==> src/rtl/acc_reg_pkg.sv <==
// Shared constants and mode encodings for the shift/accumulate register and
// the multiplier controller that drives it.
package acc_reg_pkg;

  localparam int DEF_WIDTH   = 16;
  localparam int DEF_SHIFT_W = 4;
  localparam int DEF_CNT_W   = 4;

  typedef enum logic [1:0] {
    MODE_HOLD = 2'b00,
    MODE_LOAD = 2'b01,
    MODE_ADD  = 2'b10,
    MODE_SHL  = 2'b11
  } mode_e;

endpackage

==> src/rtl/acc_reg_if.sv <==
// Operation/result bundle between the multiplier controller and acc_reg.
// The ovf signal exists only when ACC_REG_OVF_EN is defined.
interface acc_reg_if
  import acc_reg_pkg::*;
#(
  parameter int WIDTH   = DEF_WIDTH,
  parameter int SHIFT_W = DEF_SHIFT_W,
  parameter int CNT_W   = DEF_CNT_W
);

  logic               clk_ena;
  mode_e              mode;
  logic [SHIFT_W-1:0] shift_amt;
  logic [WIDTH-1:0]   datain;
  logic [WIDTH-1:0]   reg_out;
  logic               carry;
  logic [CNT_W-1:0]   op_count;
`ifdef ACC_REG_OVF_EN
  logic               ovf;

  modport master (output clk_ena, mode, shift_amt, datain,
                  input  reg_out, carry, op_count, ovf);
  modport slave  (input  clk_ena, mode, shift_amt, datain,
                  output reg_out, carry, op_count, ovf);
`else
  modport master (output clk_ena, mode, shift_amt, datain,
                  input  reg_out, carry, op_count);
  modport slave  (input  clk_ena, mode, shift_amt, datain,
                  output reg_out, carry, op_count);
`endif

endinterface

==> src/rtl/acc_reg_shl.sv <==
// Combinational zero-filling left shifter that also reports whether any
// nonzero bit fell off the top. Distances of WIDTH or more give zero.
module acc_reg_shl #(
  parameter int WIDTH   = 16,
  parameter int SHIFT_W = 4
) (
  input  logic [WIDTH-1:0]   din,
  input  logic [SHIFT_W-1:0] amt,
  output logic [WIDTH-1:0]   dout,
  output logic               lost
);

  logic [2*WIDTH-1:0] wide;

  // Shift in a double-width word so the upper half holds exactly the lost bits.
  always_comb begin
    wide = '0;
    dout = '0;
    lost = 1'b0;
    if (32'(amt) >= WIDTH) begin
      lost = |din;
    end else begin
      wide = {{WIDTH{1'b0}}, din} << amt;
      dout = wide[WIDTH-1:0];
      lost = |wide[2*WIDTH-1:WIDTH];
    end
  end

endmodule

==> src/rtl/acc_reg.sv <==
// Parametrised shift/accumulate register for the sequential multiplier.
// Define ACC_REG_OVF_EN to add the sticky overflow flag.
module acc_reg
  import acc_reg_pkg::*;
#(
  parameter int WIDTH   = DEF_WIDTH,
  parameter int SHIFT_W = DEF_SHIFT_W,
  parameter int CNT_W   = DEF_CNT_W
) (
  input  logic      clk,
  input  logic      sclr,
  acc_reg_if.slave  bus
);

  logic [WIDTH-1:0] reg_q, reg_d;
  logic             carry_q, carry_d;
  logic [CNT_W-1:0] cnt_q, cnt_d;
  logic [WIDTH-1:0] addend;
  logic             add_lost_unused;
  logic [WIDTH-1:0] shl_val;
  logic             shl_lost;
  logic [WIDTH:0]   sum;
`ifdef ACC_REG_OVF_EN
  logic             ovf_q, ovf_d;
`endif

  // Addend bits pushed past the top are simply dropped and never reach carry.
  acc_reg_shl #(.WIDTH(WIDTH), .SHIFT_W(SHIFT_W)) u_add_shl (
    .din  (bus.datain),
    .amt  (bus.shift_amt),
    .dout (addend),
    .lost (add_lost_unused)
  );

  acc_reg_shl #(.WIDTH(WIDTH), .SHIFT_W(SHIFT_W)) u_reg_shl (
    .din  (reg_q),
    .amt  (bus.shift_amt),
    .dout (shl_val),
    .lost (shl_lost)
  );

  assign sum = {1'b0, reg_q} + {1'b0, addend};

  always_comb begin
    reg_d   = reg_q;
    carry_d = carry_q;
    cnt_d   = cnt_q;
`ifdef ACC_REG_OVF_EN
    ovf_d   = ovf_q;
`endif
    if (bus.clk_ena) begin
      case (bus.mode)
        MODE_LOAD: begin
          reg_d   = bus.datain;
          carry_d = 1'b0;
          cnt_d   = '0;
`ifdef ACC_REG_OVF_EN
          ovf_d   = 1'b0;
`endif
        end
        MODE_ADD: begin
          {carry_d, reg_d} = sum;
          if (cnt_q != '1) cnt_d = cnt_q + 1'b1;
`ifdef ACC_REG_OVF_EN
          ovf_d = ovf_q | sum[WIDTH];
`endif
        end
        MODE_SHL: begin
          reg_d   = shl_val;
          carry_d = shl_lost;
`ifdef ACC_REG_OVF_EN
          ovf_d   = ovf_q | shl_lost;
`endif
        end
        default: ;
      endcase
    end
  end

  always_ff @(posedge clk) begin
    if (sclr) begin
      reg_q   <= '0;
      carry_q <= 1'b0;
      cnt_q   <= '0;
`ifdef ACC_REG_OVF_EN
      ovf_q   <= 1'b0;
`endif
    end else begin
      reg_q   <= reg_d;
      carry_q <= carry_d;
      cnt_q   <= cnt_d;
`ifdef ACC_REG_OVF_EN
      ovf_q   <= ovf_d;
`endif
    end
  end

  assign bus.reg_out  = reg_q;
  assign bus.carry    = carry_q;
  assign bus.op_count = cnt_q;
`ifdef ACC_REG_OVF_EN
  assign bus.ovf      = ovf_q;
`endif

endmodule

==> src/flat_wrapper.sv <==
// flat-port wrapper written by rule: the top's interface ports become plain ports
module acc_reg_flat import acc_reg_pkg::*;
#(
  parameter int WIDTH   = DEF_WIDTH,
  parameter int SHIFT_W = DEF_SHIFT_W,
  parameter int CNT_W   = DEF_CNT_W
)
  (clk, sclr, bus_clk_ena, bus_mode, bus_shift_amt, bus_datain, bus_reg_out, bus_carry, bus_op_count);
  acc_reg_if #(.WIDTH(WIDTH), .SHIFT_W(SHIFT_W), .CNT_W(CNT_W)) bus_i ();
  input  logic clk;
  input  logic sclr;
  input wire logic [$bits(bus_i.clk_ena)-1:0] bus_clk_ena;
  input wire logic [$bits(bus_i.mode)-1:0] bus_mode;
  input wire logic [$bits(bus_i.shift_amt)-1:0] bus_shift_amt;
  input wire logic [$bits(bus_i.datain)-1:0] bus_datain;
  output wire logic [$bits(bus_i.reg_out)-1:0] bus_reg_out;
  output wire logic [$bits(bus_i.carry)-1:0] bus_carry;
  output wire logic [$bits(bus_i.op_count)-1:0] bus_op_count;
  assign bus_i.clk_ena = bus_clk_ena;
  assign bus_i.mode = bus_mode;
  assign bus_i.shift_amt = bus_shift_amt;
  assign bus_i.datain = bus_datain;
  assign bus_reg_out = bus_i.reg_out;
  assign bus_carry = bus_i.carry;
  assign bus_op_count = bus_i.op_count;
  acc_reg #(.WIDTH(WIDTH), .SHIFT_W(SHIFT_W), .CNT_W(CNT_W)) u_core (.clk(clk), .sclr(sclr), .bus(bus_i));
endmodule
==> config.mk <==
export PLATFORM = sky130hd
export DESIGN_NAME = acc_reg_flat
export DESIGN_NICKNAME = d
export VERILOG_FILES = /design/src/rtl/acc_reg_pkg.sv /design/src/rtl/acc_reg_if.sv /design/src/rtl/acc_reg_shl.sv /design/src/rtl/acc_reg.sv /design/src/flat_wrapper.sv
export SDC_FILE = /design/constraint.sdc
export NUM_CORES = 1
export LEC_CHECK = 0
export CORE_UTILIZATION = 61
export CTS_CLUSTER_DIAMETER = 150
export DETAILED_ROUTE_END_ITERATION = 7
export PLACE_DENSITY = 0.95
export SLEW_MARGIN = 0
export SYNTH_ARGS = -nofsm -noshare
export SYNTH_HDL_FRONTEND = slang
export SYNTH_SLANG_ARGS = --single-unit
==> constraint.sdc <==
create_clock -name clk -period 5.78 [get_ports clk]
set_clock_uncertainty 0.05 [all_clocks]
set_input_delay 1.156 -clock clk [delete_from_list [all_inputs] [get_ports clk]]
set_output_delay 1.156 -clock clk [all_outputs]
set_load 0.01 [all_outputs]
Yosys cells after proc, flatten, opt, wreduce, memory -nomap -nowiden
Cells that the tools add are included.

Flip-flop bits (word level): 21. Bits in latches: 0. RAM bits: 0. Memory bits (read-only): 0. Bits of input ports: 25. Memories kept: 0.

Add/sub/neg operators: 2. Multipliers: 0. Divide/modulo/power cells: 0. Order comparisons: 0. Equal/unequal tests: 5. Shift-type cells: 2. Multiplexer cells: 4. Bitwise logic cells: 0. Reduce and logical (&&, ||, !) cells: 5.

Operators with widths (count): 16-bit case mux with 3 select lines (1); 16-bit by 4-bit << shifter with 32-bit output (1); 16-bit by 16-bit adder with 17-bit output (1); 16-bit OR reduction (1); 16-bit by 4-bit << shifter with 16-bit output (1); 4-bit case mux with 2 select lines (1); 4-bit by 1-bit adder with 4-bit output, second input constant (1); 2-bit == test, second input constant (2); 4-bit two-way mux (1); 4-bit inequality test, second input constant (1); 1-bit case mux with 3 select lines (1); 3-bit AND reduction (1); 3-bit nonzero test (1); 2-bit by 1-bit == test with 1-bit output, second input constant (1); 2-bit by 1-bit inequality test with 1-bit output, second input constant (1); 2-bit AND reduction (1); 2-bit nonzero test (1).

Depth between registers and ports, before layout
Gate-level depths: netlist of run 1.

Word-level depth: 3. Gate-level depth with buffers: 17. Depth with buffers taken out: 13.

Modules after synthesis
A second synthesis of run 1 with hierarchy kept.

Cells, all modules: 446. Area, all modules: 3754.9 um^2.

By module, submodules not included: acc_reg (times used 1, cells an instance 270, area an instance 1990.7 um^2); acc_reg_shl (times used 2, cells an instance 88, area an instance 882.1 um^2).

Worst setup path before layout of run 1
No wires, ideal clock.

Path type: input-to-reg. Start point: input port bus_shift_amt[0]. End point: register u_core.reg_q[13] (netlist: u_core.bus.reg_out[13]). Setup time: 74 ps. Data arrival time: 3994 ps. Data required time: 5656 ps. Path slack: 1662 ps. Cell stages on the path: 17. Path buffers: 4. Cells stage by stage: buf_6 > buf_6 > buf_4 > buf_4 > mux2_2 > nor2_1 > a21oi_1 > nand2_1 > o31a_1 > o22ai_1 > ha_1 > and3_1 > nand3_1 > a211o_1 > a21oi_1 > mux2_2 > o21ai_0.

Cells in the longest elaborated chain, start to end: 3. Elaborated cells between the ends (all ways): 4.

RTL lines: from (decl) (RTL line flat_wrapper.sv:14) `input wire logic [$bits(bus_i.shift_amt)-1:0] bus_shift_amt;`; 16-bit by 4-bit << shifter with 16-bit output (RTL line acc_reg_shl.sv:23) `wide = {{WIDTH{1'b0}}, din} << amt;`; 16-bit by 16-bit adder with 17-bit output (RTL line acc_reg.sv:42) `assign sum = {1'b0, reg_q} + {1'b0, addend};`; 16-bit case mux with 3 select lines (*) (RTL line acc_reg.sv:52) `case (bus.mode)`; to (signal assigned) (RTL line acc_reg.sv:89) `reg_q <= reg_d;`; to (decl) (RTL line acc_reg.sv:15) `logic [WIDTH-1:0] reg_q, reg_d;`.

Mark *: on every way between the ends. The rest lies on a longest branch, timed or not. A chain may end at the register's enable or synchronous reset.

Worst setup path after layout of run 1
Start point: input port bus_shift_amt[1]. End point: register u_core.reg_q[13] (netlist: u_core.bus.reg_out[13]).

Same word-level chain as after synthesis.

==> impl_results.md, run 1 <==
- Area Growth Syn to Fin: 13.7%
- Crit path max-delay cell type: clkdlybuf4s50_1
- Max_slew headroom: a little under a third
- Reg2reg end: u_core.bus.reg_out[13]$_SDFFE_PP0P_
- Antenna violations before repair: 0
- Drt pass-1 iters: 5
- Layout cells sized above 1: 6.65%
- Number of hold buffers added after CTS: 0
- Final Cycle Share: 79.9%
- # DRC: 0
- Cts bufs inserted: 3
- PortBufs: 45
- Die Ht: roughly 76 um
- Outcome: finished, final reports clean
- Post-CTS Setup Repair Bufs: 0
- Share of flip-flops with an asynchronous set or reset: 0%
- Cell Area, Synth: 0.00335 mm^2
- Yosys cell types: 61
- Initial cell density of the core: between 60 and 70%
- Hold EP: u_core.bus.op_count[3]$_SDFFE_PP0P_
- Synth top area cells: dfxtp_1 (13%), mux2i_1 (9.3%), ha_1 (6.4%)
- GR Util All Layers: 43.2%
- Total of max-cap violations: 0
- Via count of the first global-routing pass: roughly 3600
- Core area: about 0.0052 mm^2
- Worst skew pair latency: 0.27 ns
- CP Launch Type: input port
- Drt wl/cell: 22.7 um
- #FFs+latches synth: 21
- CP endpoint kind: register
- Iteration-0 DRC Markers: 516
- Root Driver: clkbuf_8
- Share of the synthesized area in the top cell type: roughly an eighth
- Max VDD drop: about 150 uV
- Number of flops mapped to enable cells by yosys: 0
- Finished Layout Cells: roughly 550
- Synth Flop Type: dfxtp_1
- PD cells: 165 mW/mm^2
- Cell Chain, Critical Path: clkdlybuf4s50_1 -> inv_2 -> o21ai_0 -> o22ai_1 -> ha_1 -> and3_1 -> nand3_1 -> a211o_1 -> a21oi_1 -> mux2_2 -> o21ai_0
- Overflow after GRT: 0
- Final setup viols: 0
- Placer Congestion: 1.01
- Max incr delay on CP: 0.90 ns
- CTS Sinks: 21
- Worst-Margin Slew: around 1.0 ns
- Crit Path Max Fanout: 20
- Gate Count Post-Synth: 460
- CTS tree: done
- PnR worst setup slack: 1.16 ns
- Crit. Startpoint: bus_shift_amt[1]
- Routed vias/inst: approximately 7.3
- CP Data Required Time: 5.92 ns
- Worst min path class: register to register
- Mean post-synth cell area: 7.27 um^2
- Synth area leader: dfxtp_1
- Hold path depth: 2
- Post-Place Setup Slack: 1.02 ns
- H-tree Lvls: 1
- CP most frequent cell: o21ai_0
- I/O pin count: 46
- Worst Hold Slack: 0.549 ns
- Synth Warn #: 0
- Top post-synthesis cells by count: nor2_1 (53), a21oi_1 (40), nand2_1 (40)
- PostCTS Resize Cnt: 0
- Die area: 0.00579 mm^2
- CP top delay family: compound AO/OA/AOI/OAI gates
- Final slew viol count: 0
- WS Path Type: input port to register
- Fill count: 439
- Synth Net Count: 503
- First-pass GRT wire length: around 20 mm
- Reg2Reg Setup Slack: 3.23 ns
- RSZ-0062 raised after global routing: no
- Post-route minimum period: roughly 4.6 ns
- Post-DRT Antenna Nets: 0
- Final Hold Vio Count: 0
- Wirelength, routed: 12.5 mm
- Final Power: 626 uW
- Most common cell in the netlist: nor2_1
- Lkg Pwr: roughly 1.5 nW
- Sequential-to-total area share from yosys stat: 12.6%
- Largest net degree at the start of global routing: 32
- TNS Setup: 0 ns
- Chip width: 76.1 um
- DP Cell Count: about 550
- Nets: around 530
- Worst R2R Path Depth: 7
- Max Root-Sink Buffers: 2
- Vias: 4024
- Worst r2r src: u_core.bus.reg_out[9]$_SDFFE_PP0P_
- Site Rows: 26
- Max Fclk: roughly 0.22 GHz
- Post-layout util: approximately 73%
- Diode count: 0
- Clock-pin slew on the worst setup and hold paths: 0.08 ns
- HP Start: u_core.bus.op_count[3]$_SDFFE_PP0P_
- Bufs and invs on worst path: 2
- DP Area: 0.00376 mm^2
- Arrival @ worst endpoint: ~4.8 ns
- Fin area: around 0.0038 mm^2
- Hpwl dp: slightly above 9 mm
state kept, by name, summed over array words and instances (netlist names):
name                 cells
u_core.bus.carry         1
u_core.bus.reg_out      16
u_core.bus.op_count      4
area by class of cell:
class / count / area (um^2) / share of cell area [%]
multi-input combinational: 394 / 2720 / 71.5
timing repair buffer: 51 / 490 / 12.9
sequential: 21 / 420 / 11.0
tap: 70 / 87.6 / 2.30
clock buffer: 4 / 45.0 / 1.18
inverter: 11 / 41.3 / 1.09
logic make-up after synthesis:
group / after synthesis / share of synthesized area, %
flip-flops: 21 / 12.6
adder cells (fa/ha/maj): 18 / 6.96
XOR/XNOR: 6 / 1.57
multiplexers: 48 / 18.6
buffers and inverters: 45 / 6.13
AO/OA/AOI/OAI: 150 / 30.1
AND/OR/NAND/NOR: 172 / 24.0
layout by cell type, fill, tap and decap left out, types with 8 or more instances in the layout:
cell type        count
clkdlybuf4s50_1     44
mux4_2               8
a21oi_1             40
dfxtp_1             21
o21ai_0             26
ha_1                17
nand2_1             40
mux2i_1             31
nor2_1              53
nor3_1              22
a211oi_1            10
a21o_1               9
nor2b_1              8
nand3_1             18
per-layer routing:
metal	track usage, %	vias to the layer above	wire, um
met5	0	-	0
met4	14.6	0	582
met3	9.58	70	1720
met2	66.7	311	5280
li1	-	1790	-
met1	59.2	1853	4920
where the power goes:
| part | switching, mW | internal [mW] | total [mW] |
|---|---|---|---|
| Clock | 0.0501 | 0.0492 | 0.0993 |
| Sequential | 0.0346 | 0.156 | 0.190 |
| Combinational | 0.191 | 0.146 | 0.337 |
worst reg2reg max path, stage by stage (launching register included):
cell,delay [ns]
dfxtp_1,0.75
ha_1,0.34
and3_1,0.20
nand3_1,0.08
a211o_1,0.33
a21oi_1,0.20
mux2_2,0.36
o21ai_0,0.15
worst max path at each step:
stage / to / slack, ns / cells after the start
2_1_floorplan: u_core.bus.reg_out[13]$_SDFFE_PP0P_ / 1.66 / 17
3_3_place_gp: u_core.bus.reg_out[13]$_SDFFE_PP0P_ / 1.12 / 11
3_5_place_dp: u_core.bus.reg_out[13]$_SDFFE_PP0P_ / 1.02 / 11
4_1_cts: u_core.bus.reg_out[13]$_SDFFE_PP0P_ / 1.27 / 11
5_1_grt: u_core.bus.reg_out[13]$_SDFFE_PP0P_ / 0.95 / 12
6_report: u_core.bus.reg_out[13]$_SDFFE_PP0P_ / 1.16 / 11
(Power assumes the default switching activity.)
==> run 2: changes to the inputs <==
--- a/config.mk
+++ b/config.mk
@@ -5,10 +5,10 @@
 export SDC_FILE = /design/constraint.sdc
 export NUM_CORES = 1
 export LEC_CHECK = 0
-export CORE_UTILIZATION = 61
+export CORE_UTILIZATION = 51
 export CTS_CLUSTER_DIAMETER = 150
 export DETAILED_ROUTE_END_ITERATION = 7
-export PLACE_DENSITY = 0.95
+export PLACE_DENSITY = 0.87
 export SLEW_MARGIN = 0
 export SYNTH_ARGS = -nofsm -noshare
 export SYNTH_HDL_FRONTEND = slang
==> constraint.sdc (replaced) <==
create_clock -name clk -period 3.85 [get_ports clk]
set_clock_uncertainty 0.05 [all_clocks]
set_input_delay 0.77 -clock clk [delete_from_list [all_inputs] [get_ports clk]]
set_output_delay 0.77 -clock clk [all_outputs]
set_load 0.01 [all_outputs]
==> run 2 against run 1 <==
Net effect: worst setup slack lost 0.95 ns; hold slack lost 0.016 ns; first-iteration DRC count shrank 1.9%; via count grew 2.5%; register-to-register slack lost 1.9 ns; highest routed layer unchanged.
==> impl_results.md, run 2 (same netlist as run 1, synthesis figures left out) <==
- Outcome: finished, final reports clean
- PD cells: 243 mW/mm^2 (+48%)
- Root Driver: clkbuf_8
- Die area: 0.00689 mm^2 (+19%)
- Worst skew pair latency: 0.27 ns (about the same)
- First-pass GRT wire length: 20.9 mm (+6.7%)
- Layout cells sized above 1: 12.8% (+6.2 points)
- Site Rows: 29 (+12%)
- Core area: 0.00635 mm^2 (+22%)
- GR Util All Layers: 38.1% (-5.0 points)
- Max reg flops: 16 (unchanged)
- Max Fclk: 0.275 GHz
- Initial cell density of the core: 52.7% (-12 points)
- Hpwl dp: 9.97 mm (+9.0%)
- Post-CTS Setup Repair Bufs: 0 (unchanged)
- Post-DRT Antenna Nets: 0 (unchanged)
- Final Hold Vio Count: 0 (unchanged)
- Drt pass-1 iters: 5 (unchanged)
- Arrival @ worst endpoint: 3.76 ns (-1.00 ns)
- CP endpoint kind: register
- Area Growth Syn to Fin: 22.0%
- Nets: 559 (+6.5%)
- Max Root-Sink Buffers: 2 (unchanged)
- Iteration-0 DRC Markers: 506 (-1.9%)
- Post-layout util: 64.3% (-8.8 points)
- CP Data Required Time: 3.97 ns (-1.95 ns)
- # DRC: 0 (unchanged)
- Die Ht: 83.0 um (+9.1%)
- DP Area: 0.00404 mm^2 (+7.4%)
- Worst Hold Slack: 0.533 ns (-0.0155 ns)
- CTS tree: done
- Diode count: 0 (unchanged)
- Fin area: 0.00408 mm^2 (+7.3%)
- Lkg Pwr: 1.69 nW (+11%)
- I/O pin count: 46 (unchanged)
- H-tree Lvls: 1 (unchanged)
- Via count of the first global-routing pass: 3935 (+8.3%)
- Placer Congestion: 0.984 (-2.9%)
- CP Launch Type: input port
- CTS Sinks: 21 (unchanged)
- Antenna violations before repair: 0 (unchanged)
- Drt wl/cell: 21.9 um (-3.7%)
- Overflow after GRT: 0 (unchanged)
- Chip width: 83.0 um (+9.1%)
- RSZ-0062 raised after global routing: no
- Commonest non-fill, non-tap cell in the layout: nor2_1
- PortBufs: 45 (unchanged)
- WS Path Type: input port to register
- Max VDD drop: 283 uV (+92%)
- Post-route minimum period: 3.64 ns
- Total of max-cap violations: 0 (unchanged)
- Largest net degree at the start of global routing: 27 (-16%)
- Number of hold buffers added after CTS: 0 (unchanged)
- Commonest non-fill, non-tap cells in the layout: nor2_1 (53), clkdlybuf4s50_1 (44), nand2_1 (40), a21oi_1 (40), buf_4 (39)
- Worst-Margin Slew: 0.690 ns (-0.331 ns)
- Wirelength, routed: 12.9 mm (+3.5%)
- Vias: 4125 (+2.5%)
- Max_slew headroom: 54.0% (+22 points)
- Final slew viol count: 0 (unchanged)
- Cts bufs inserted: 3 (unchanged)
- Final Power: 992 uW (+58%)
- Crit Path Max Fanout: 14 (-30%)
- Final Cycle Share: 94.6%
- Final setup viols: 0 (unchanged)
- Worst min path class: register to register
- Routed vias/inst: 6.97 (-4.6%)
- Clock-pin slew on the worst setup and hold paths: 0.08 ns (about the same)
-- run 2: changes by cell type in the layout (fill, tap and decap cells not counted), sizes merged --
cell,delta
buf,+34
-- run 2: critical path, cell delays in order --
cell and delay [ns]:
clkdlybuf4s50_1 0.57, inv_2 0.15, nand2_1 0.08, o21ai_0 0.08, buf_4 0.15, nor3_1 0.32
ha_1 0.32, nor2b_1 0.14, o21a_1 0.19, o21a_1 0.22, o21ai_0 0.41, nand3_1 0.15
a22o_1 0.22
-- run 2: layout make-up --
| cell class | instances | area [um^2] |
|---|---|---|
| multi-input cells | 394 | 2720 |
| clock buffers | 4 | 45.0 |
| flip-flops and latches | 21 | 420 |
| inverters | 11 | 41.3 |
| well taps | 77 | 96.3 |
| fillers | 567 | 2270 |
| repair buffers | 85 | 758 |
-- run 2: timing repair --
action | in CTS | in global routing
endpoints found under the hold margin | 0 | 0
setup endpoints to repair | 0 | 3
resized for setup | 0 | 2
-- run 2: layer usage --
metal | vias up | routed length, um | GRT usage (%) | part of all wire (%)
met2 | 253 | 5700 | 59.5 | 44
li1 | 1864 | - | - | -
met1 | 1956 | 5330 | 52.4 | 41
met3 | 52 | 1400 | 6.56 | 11
met5 | - | 0 | 0 | 0
met4 | 0 | 506 | 14.7 | 3.9
-- run 2: through the flow --
| stage | setup TNS, ns | worst slack (ns) | instances |
|---|---|---|---|
| 3_5_place_dp | -0.113 | -0.0666 | 588 |
| 3_3_place_gp | -0.0101 | -0.0101 | 588 |
| 6_report | 0 | 0.210 | 592 |
| 4_1_cts | 0 | 0.214 | 592 |
| 5_1_grt | 0 | 0.00804 | 592 |
| 2_1_floorplan | 0 | 0.118 | 460 |
-- run 2: where the power goes --
| part | switching [mW] | leakage (nW) | internal (mW) |
|---|---|---|---|
| sequential | 0.0491 | 0.173 | 0.234 |
| clock | 0.0818 | 0.0228 | 0.0742 |
| combinational | 0.298 | 1.49 | 0.256 |
| total | 0.428 | 1.69 | 0.563 |
-- run 2: worst paths after layout --
kind,start,depth (start not counted),end,slack (ns)
min,u_core.bus.op_count[3]$_SDFFE_PP0P_,2,u_core.bus.op_count[3]$_SDFFE_PP0P_,0.53
max,bus_shift_amt[1],13,u_core.bus.carry$_SDFFE_PP0P_,0.21
max reg2reg,u_core.bus.reg_out[0]$_SDFFE_PP0P_,9,u_core.bus.reg_out[14]$_SDFFE_PP0P_,1.29
min reg2reg,u_core.bus.op_count[3]$_SDFFE_PP0P_,2,u_core.bus.op_count[3]$_SDFFE_PP0P_,0.53
==> run 3: changes to the inputs <==
--- a/config.mk
+++ b/config.mk
@@ -5,10 +5,11 @@
 export SDC_FILE = /design/constraint.sdc
 export NUM_CORES = 1
 export LEC_CHECK = 0
-export CORE_UTILIZATION = 51
+export CORE_UTILIZATION = 57
 export CTS_CLUSTER_DIAMETER = 150
 export DETAILED_ROUTE_END_ITERATION = 7
-export PLACE_DENSITY = 0.87
+export HOLD_SLACK_MARGIN = 0.06
+export PLACE_DENSITY = 0.92
 export SLEW_MARGIN = 0
 export SYNTH_ARGS = -nofsm -noshare
 export SYNTH_HDL_FRONTEND = slang
==> constraint.sdc (replaced) <==
create_clock -name clk -period 3.87 [get_ports clk]
set_clock_uncertainty 0.05 [all_clocks]
set_input_delay 0.774 -clock clk [delete_from_list [all_inputs] [get_ports clk]]
set_output_delay 0.774 -clock clk [all_outputs]
set_load 0.01 [all_outputs]
==> run 3 against run 2 <==
Net effect: critical path depth down 1; global-route usage up 1.3 points; clock-buffer cell count stayed put; hold slack lost 0.016 ns; via count rose by 3.3%; clock power is essentially flat; critical path type unchanged; largest power group unchanged.
==> impl_results.md, run 3 (same netlist as run 1, synthesis figures left out) <==
- Via count of the first global-routing pass: 3916 (-0.48%)
- Iteration-0 DRC Markers: 715 (+41%)
- CP Launch Type: input port
- GR Util met1: 49.7% (-2.7 points)
- Clock-pin slew on the worst setup and hold paths: 0.08 ns (about the same)
- Chip width: 78.6 um (-5.3%)
- Post-CTS Setup Repair Bufs: 0 (unchanged)
- Die area: 0.00618 mm^2 (-10%)
- Post-DRT Antenna Nets: 0 (unchanged)
- Hpwl dp: 9.03 mm (-9.4%)
- Worst skew pair latency: 0.27 ns (about the same)
- Total of max-cap violations: 0 (unchanged)
- M2 GR Usage: 60.1% (+0.62 points)
- Site Rows: 27 (-6.9%)
- Nets: 546 (-2.3%)
- Placer Congestion: 1.16 (+18%)
- Max VDD drop: 196 uV (-31%)
- Multi-input gate area: 0.00274 mm^2 (+0.60%)
- Finished Layout Cells: 574 (-3.0%)
- Bufs and invs on worst path: 2 (-1)
- RSZ-0062 raised after global routing: no
- Max reg flops: 16 (unchanged)
- Vias: 4263 (+3.3%)
- CP top delay family: compound AO/OA/AOI/OAI gates
- Post-route minimum period: 3.69 ns
- Arrival @ worst endpoint: 3.84 ns (+0.08 ns)
- PortBufs: 45 (unchanged)
- Worst min path class: register to register
- Crit path max-delay cell type: clkdlybuf4s50_1
- Overflow after GRT: 0 (unchanged)
- Max Root-Sink Buffers: 2 (unchanged)
- Final Cycle Share: 95.4%
- Final slew viol count: 0 (unchanged)
- Drt pass-1 iters: 8 (+3)
- Lkg Pwr: 1.63 nW (-3.5%)
- CTS tree: done
- GRT busiest layer: met2
- Cell Chain, Critical Path: clkdlybuf4s50_1 -> buf_12 -> o31a_1 -> mux2i_1 -> o22ai_1 -> ha_1 -> and3_1 -> nand3_1 -> a211o_1 -> a21oi_1 -> mux2_2 -> o21ai_0
- Layout cells sized above 1: 11.2% (-1.7 points)
- Fill count: 442 (-22%)
- Routed vias/inst: 7.43 (+6.6%)
- Drt wl/cell: 21.3 um (-2.7%)
- Worst Hold Slack: 0.517 ns (-0.0158 ns)
- Root Driver: clkbuf_8
- Area Growth Syn to Fin: 19.4%
- Final setup viols: 0 (unchanged)
- Largest net degree at the start of global routing: 21 (-22%)
- Commonest non-fill, non-tap cell in the layout: nor2_1
- Grt met3 use: 10.1% (+3.6 points)
- Max Fclk: 0.271 GHz
- H-tree Lvls: 1 (unchanged)
- Commonest non-fill, non-tap cells in the layout: nor2_1 (53), clkdlybuf4s50_1 (44), nand2_1 (40), a21oi_1 (40), mux2i_1 (31)
- Worst-Margin Slew: 0.663 ns (-0.0269 ns)
- Max incr delay on CP: 0.51 ns (-0.06 ns)
- CP Data Required Time: 4.02 ns (+0.05 ns)
- Final Hold Vio Count: 0 (unchanged)
- Core area: 0.00557 mm^2 (-12%)
- Die Ht: 78.6 um (-5.3%)
- Outcome: finished, final reports clean
- Antenna violations before repair: 0 (unchanged)
- # DRC: 0 (unchanged)
- Max_slew headroom: 55.7% (+1.7 points)
- Crit Path Max Fanout: 17 (+3)
- Final Power: 966 uW (-2.6%)
- CP endpoint kind: register
- Diode count: 0 (unchanged)
- Cts bufs inserted: 3 (unchanged)
- PD cells: 242 mW/mm^2 (-0.49%)
- Sequential standard cell area: 420 um^2 (unchanged)
- Number of hold buffers added after CTS: 0 (unchanged)
- WS Path Type: input port to register
- DP Cell Count: 570 (-3.1%)
- Wirelength, routed: 12.2 mm (-5.6%)
- GR Util All Layers: 39.4% (+1.3 points)
- CTS Sinks: 21 (unchanged)
- Initial cell density of the core: 60.0% (+7.3 points)
- First-pass GRT wire length: 19.1 mm (-8.8%)
- I/O pin count: 46 (unchanged)
[run 3: cell types whose count changed in the layout (fill, tap and decap cells not counted), sizes merged]
cell and change:
buf -13
[run 3: per-stage QoR]
stage | cell area (um^2) | TNS [ns] | utilization (%) | worst slack, ns
after global routing | 3990 | 0 | 71.6 | 0.0256
after floorplan | 3350 | 0 | - | 0.134
after CTS | 3980 | 0 | 71.4 | 0.243
after global placement | 3930 | 0 | 70.5 | 0.0939
final | 3990 | 0 | 71.6 | 0.179
after detailed placement | 3930 | -0.00639 | 70.5 | -0.00639
[run 3: per-layer routing]
metal,wire (um),share of wire [%],vias to the layer above
met3,1810,15,129
met2,5240,43,381
met5,0,0,-
li1,-,-,1836
met1,4320,35,1917
met4,849,7.0,0
[run 3: timing repair]
item,CTS,global route
endpoints found under the setup margin,0,2
hold endpoints to repair,0,0
resized for setup,0,3
[run 3: path summary, 6_finish.rpt]
check	end	start	cells past startpoint	slack [ns]
min reg2reg	u_core.bus.op_count[3]$_SDFFE_PP0P_	u_core.bus.op_count[3]$_SDFFE_PP0P_	2	0.52
max	u_core.bus.reg_out[13]$_SDFFE_PP0P_	bus_shift_amt[1]	12	0.18
min	u_core.bus.op_count[3]$_SDFFE_PP0P_	u_core.bus.op_count[3]$_SDFFE_PP0P_	2	0.52
max reg2reg	u_core.bus.reg_out[14]$_SDFFE_PP0P_	u_core.bus.reg_out[0]$_SDFFE_PP0P_	9	1.38
[run 3: layout make-up]
class	instances	share of cell area, %
clock buffer	4	1.13
inverter	11	1.03
multi-input combinational	394	68.5
sequential	21	10.5
tap	72	2.26
timing repair buffer	72	16.5
[run 3: power by group]
group,switching [mW],internal (mW),leakage (nW)
Sequential,0.0495,0.232,0.173
Clock,0.0810,0.0738,0.0228
Combinational,0.292,0.237,1.43
Total,0.422,0.543,1.63
[run 3: worst min-delay path, delay by kind of cell (launching register included)]
family	cells	cell delay [ns]
xor+xnor	1	0.09
flops	1	0.38
simple gates	1	0.07
